File: config.mk
export PLATFORM = sky130hd
export DESIGN_NAME = fix_to_fp_seq
export DESIGN_NICKNAME = d
export VERILOG_FILES = /design/src/rtl/conv_pkg.sv /design/src/rtl/conv_round_pack.sv /design/src/rtl/fix_to_fp_seq.sv
export SDC_FILE = /design/constraint.sdc
export NUM_CORES = 1
export LEC_CHECK = 0
export ABC_AREA = 1
export ABC_CLOCK_PERIOD_IN_PS = 2200
export CAP_MARGIN = 20
export CORE_ASPECT_RATIO = 2
export CORE_MARGIN = 2
export CORE_UTILIZATION = 45
export DETAILED_ROUTE_END_ITERATION = 16
export PLACE_DENSITY_LB_ADDON = 0.3
export SETUP_SLACK_MARGIN = 0.15
export SYNTH_ARGS = -nofsm -noshare
export SYNTH_HDL_FRONTEND = slang
export SYNTH_SLANG_ARGS = --single-unit
File: constraint.sdc
create_clock -name clk -period 2.2 [get_ports clk]
set_clock_uncertainty 0.05 [all_clocks]
set_input_delay 0.44 -clock clk [delete_from_list [all_inputs] [get_ports clk]]
set_output_delay 0.44 -clock clk [all_outputs]
set_load 0.005 [all_outputs]
File: src/rtl/conv_pkg.sv
// Shared constants and FSM state encoding for the fixed-to-float converter.
//   FP_BIAS   : IEEE-754 single-precision exponent bias
//   FP_MANT_W : stored mantissa width
//   FP_EXP_W  : exponent field width
//   Q_FRAC_W  : fractional bits of the Q1.31 input
package conv_pkg;

  localparam int unsigned FP_BIAS   = 127;
  localparam int unsigned FP_MANT_W = 23;
  localparam int unsigned FP_EXP_W  = 8;
  localparam int unsigned Q_FRAC_W  = 31;

  typedef enum logic [1:0] {
    IDLE = 2'd0,
    NORM = 2'd1,
    PACK = 2'd2,
    DONE = 2'd3
  } state_e;

endpackage

File: src/rtl/conv_round_pack.sv
// Combinational rounding and IEEE-754 single-precision packing of a
// normalized magnitude.
// Configuration macro: CONV_ROUND_RNE_EN
//   defined   -> round to nearest, ties to even (guard/sticky/LSB)
//   undefined -> truncate
// Ports:
//   sign_i   : sign of the operand
//   exp_i    : biased exponent matching mag_i
//   mag_i    : magnitude, normalized so bit 31 is set (or all zero)
//   result_o : packed float; +0.0 when mag_i is zero
module conv_round_pack
  import conv_pkg::*;
(
  input  logic                  sign_i,
  input  logic [FP_EXP_W-1:0]   exp_i,
  input  logic [Q_FRAC_W:0]     mag_i,
  output logic [31:0]           result_o
);

  logic [FP_MANT_W-1:0] mant;
  logic [FP_MANT_W-1:0] mant_r;
  logic                 carry;
  logic                 round_up;
  logic [FP_EXP_W-1:0]  exp_r;
`ifdef CONV_ROUND_RNE_EN
  logic                 guard;
  logic                 sticky;
`endif

  always_comb begin
    mant = mag_i[30:8];
`ifdef CONV_ROUND_RNE_EN
    guard    = mag_i[7];
    sticky   = |mag_i[6:0];
    round_up = guard & (sticky | mant[0]);
`else
    round_up = 1'b0;
`endif
    // Mantissa overflow from rounding wraps to zero and bumps the exponent.
    {carry, mant_r} = {1'b0, mant} + {{FP_MANT_W{1'b0}}, round_up};
    exp_r = exp_i + {{(FP_EXP_W-1){1'b0}}, carry};
    if (mag_i == '0) begin
      result_o = '0;
    end else begin
      result_o = {sign_i, exp_r, mant_r};
    end
  end

endmodule

File: src/rtl/fix_to_fp_seq.sv
// Sequential Q1.31 fixed-point to IEEE-754 single-precision converter.
// Normalizes one bit per cycle (latency = leading zeros + 3 edges).
// Configuration macro: CONV_ROUND_RNE_EN (rounding mode, see conv_round_pack).
// Ports:
//   clk    : clock, rising edge
//   reset  : synchronous active-high reset, overrides clk_en
//   clk_en : low holds all state
//   start  : one-cycle request, accepted only in IDLE
//   dataa  : signed Q1.31 operand
//   done   : one-cycle result-valid strobe
//   result : float equal to dataa * 2^-31, held until the next conversion
module fix_to_fp_seq
  import conv_pkg::*;
(
  input  logic        clk,
  input  logic        reset,
  input  logic        clk_en,
  input  logic        start,
  input  logic [31:0] dataa,
  output logic        done,
  output logic [31:0] result
);

  state_e              state_q;
  logic                sign_q;
  logic [Q_FRAC_W:0]   mag_q;
  logic [FP_EXP_W-1:0] exp_q;
  logic                done_q;
  logic [31:0]         result_q;

  logic [Q_FRAC_W:0]   abs_d;
  logic [31:0]         packed_d;

  // Two's-complement negation leaves 0x80000000 as 2^31, which is exactly
  // the unsigned magnitude of -1.0.
  assign abs_d = dataa[31] ? (~dataa + 32'd1) : dataa;

  conv_round_pack u_round_pack (
    .sign_i   (sign_q),
    .exp_i    (exp_q),
    .mag_i    (mag_q),
    .result_o (packed_d)
  );

  always_ff @(posedge clk) begin
    if (reset) begin
      state_q  <= IDLE;
      sign_q   <= 1'b0;
      mag_q    <= '0;
      exp_q    <= '0;
      done_q   <= 1'b0;
      result_q <= '0;
    end else if (clk_en) begin
      case (state_q)
        IDLE: begin
          if (start) begin
            sign_q  <= dataa[31];
            mag_q   <= abs_d;
            exp_q   <= FP_EXP_W'(FP_BIAS);
            state_q <= NORM;
          end
        end
        NORM: begin
          if (mag_q[Q_FRAC_W] || (mag_q == '0)) begin
            state_q <= PACK;
          end else begin
            mag_q <= {mag_q[Q_FRAC_W-1:0], 1'b0};
            exp_q <= exp_q - 8'd1;
          end
        end
        PACK: begin
          result_q <= packed_d;
          done_q   <= 1'b1;
          state_q  <= DONE;
        end
        DONE: begin
          done_q  <= 1'b0;
          state_q <= IDLE;
        end
        default: state_q <= IDLE;
      endcase
    end
  end

  assign done   = done_q;
  assign result = result_q;

endmodule

==> flow_summary_export.csv <==
group,metric,value,unit
worst_setup_path,worst_path_max_delay_cell,"clkdlybuf4s50_1",
timing,fin_crit_sh,0.876,
worst_setup_path,cp-start-kind,"input pin",
synth,syn-num-nets,732,
finish,syn_to_final_growth,33.9,%
timing,worstMarginPinSlew,0.326,ns
drt,vias,4687,
drt,drc,0,
cts,cts_resized,0,
worst_setup_path,crit_buf_inv,3,
cts,cts_tree,"done",
finish,antennaDiodeCount,0,
cts,postCtsHoldBufs,0,
worst_setup_path,end_kind,"flip-flop",
finish,ff_latch_area,0.00152,sq mm
finish,layout_commonest_cell,"nand2_1",
global_route,grt_usage,0.253,
finish,fillers,876,
finish,final_cells,893,
timing,fmax,519,MHz
die,rows,50,
drt,wl_per_cell,13.8,um
drt,drtIter0Drc,323,
cts,cts_num_sinks,76,
die,die_y,142,um
timing,whs,0.394,ns
finish,multiInputGateArea,0.00246,sq mm
cts,path_clk_slew,0.06,ns
synth,synth-seq-cells,76,
worst_setup_path,critPathMaxStageDelay,0.48,ns
die,num_io_pins,69,
min_path,hold_path_class,"flip-flop to flip-flop",
cts,post-cts-setup-buffers,0,
timing,slew_headroom,0.783,
drt,wirelength,12.4,mm
worst_setup_path,crit_fanout,3,
cts,worstSkewPairLatency,0.33,ns
placed_design,portBuffers,68,
finish,nets,826,
worst_setup_path,crit_family,"buffers and inverters",
global_route,antenna_found_initial,0,
synth,ys_warn_count,0,
global_route,grt_pass1_vias,4461,
worst_setup_path,cp_data_required_time,2.37,ns
drt,via_per_inst,5.25,
cts,htree_levels,3,
timing,fin_setup_tns,0,ns
run_status,outcome,"complete, no violations",
synth,syn_inst,690,
timing,grt_setup_unrepaired,"true",
flow_run,drv_cap,0,
die,die-area,0.0104,sq mm
global_route,grt-ovfl-total,0,
synth,syn-cell-area,0.00429,sq mm
finish,layout-drive-gt1-share,0.109,
drt,ant_nets,0,
power_and_ir_drop,power.density,792,mW/mm^2
power_and_ir_drop,p_leak,2.43,nW
worst_setup_path,cp.arrival,2.10,ns
worst_setup_path,crit_chain,"clkdlybuf4s50_1 > nor2_2 > nand4_1 > buf_4 > inv_1 > nand2_1 > nand2_1 > xor2_1 > o21ai_0 > nor2_1 > nor2_1",
finish,fin_util,0.617,
power_and_ir_drop,finalPower,4.55,mW
die,core_area,0.00932,sq mm
placed_design,dp.cells,877,
timing,finalHoldViolations,0,
cts,numCtsBuffers,9,
timing,setup_viol,0,
synth,synthDistinctLibCells,32,
die,die_w,73.1,um
placed_design,dp_hpwl,9.29,mm
worst_setup_path,critPathKind,"input pin to flip-flop",
global_route,grt_start_max_net_pins,44,
drt,firstDrtPassIters,7,
finish,mostFrequentLayoutCells,"213 x nand2_1, 94 x nor2_1, 76 x dfxtp_1",
cts,cts-root-buf,"clkbuf_16",
timing,report.final.slew_viol_count,0,
cts,cts_max_path_buffers,2,
global_route,grt_first_pass_wirelength,20.7,mm
power_and_ir_drop,peakVddDrop,0.443,mV
synth,avgSynthCellArea,6.22,sq um
die,start_util,0.461,
placed_design,gp_congestion,0.930,
timing,min_period,1.93,ns
synth,synth.yosys.seq_area_share,0.354,
tightest hold or removal path, cell delays in order (launching register included):
cell,delay (ns)
dfxtp_1,0.30
inv_1,0.05
a21oi_1,0.05
synthesized netlist by cell type:
library cell	n	area share
nand2_1	216	0.19
nor2_1	98	0.086
dfxtp_1	76	0.35
a21oi_1	64	0.075
o21ai_0	55	0.064
inv_1	49	0.043
nand3_1	47	0.055
clkbuf_1	20	0.017
xor2_1	9	0.018
a21oi_2	7	0.014
ha_1	6	0.017
buf_2	5	0.0058
buf_1	4	0.0035
nand4_1	4	0.0058
or2_2	4	0.0058
and2_1	3	0.0044
o22ai_1	3	0.0044
xnor2_1	3	0.0061
buf_6	2	0.0052
nand3b_1	2	0.0035
nor3_1	2	0.0023
a21boi_0	1	0.0017
a21oi_4	1	0.0038
buf_4	1	0.0017
clkbuf_2	1	0.0012
clkinv_1	1	0.00087
nand2_2	1	0.0015
nand2_4	1	0.0026
nor2_2	1	0.0015
nor4_1	1	0.0015
o21ai_2	1	0.0020
o31a_1	1	0.0020
area by class of cell:
| type | count | share of cell area |
|---|---|---|
| Timing Repair Buffer | 116 | 0.192 |
| Multi-Input combinational cell | 531 | 0.427 |
| Inverter | 50 | 0.0326 |
| Clock buffer | 12 | 0.0446 |
| Sequential cell | 76 | 0.265 |
| Tap cell | 104 | 0.0226 |
| Clock inverter | 4 | 0.0165 |
registers in the layout, summed over array words and instances, names as in the netlist:
signal,count
mag_q,32
result,32
exp_q,8
state_q,2
done,1
sign_q,1
per-layer routing:
metal  GRT usage  up-vias  routed length, um
met5           0        -                  0
met4       0.145        0                576
met3      0.0333       39                624
met2       0.436      180               6410
met1       0.289     2072               4750
li1            -     2396                  -
worst paths after layout:
check	slack [ns]	cells after the start	start	endpoint
min reg2reg	0.39	2	sign_q	sign_q
max reg2reg	0.41	10	state_q[1]	mag_q[20]
min	0.39	2	sign_q	sign_q
max	0.27	11	dataa[4]	mag_q[13]
power by group:
part	internal (mW)	switching, mW
Combinational	0.505	0.684
Sequential	1.53	0.123
Clock	1.17	0.547
logic make-up after synthesis:
kind of cell             count (synthesis)  share of synthesized area
AO/OA/AOI/OAI                          133                      0.167
XOR/XNOR                                12                     0.0245
adder cells (fa/ha/maj)                  6                     0.0175
buffers and inverters                   83                     0.0787
flip-flops                              76                      0.354
AND/OR/NAND/NOR                        380                      0.358
metrics by stage:
step                setup WS, ns  instance area [sq um]
finish                     0.274                   5750
global route               0.133                   5750
CTS                        0.180                   5730
detailed placement        -0.159                   5380
global placement         -0.0920                   5380
floorplan                  0.516                   4290
Note: power is estimated with default switching activity, not from simulation.
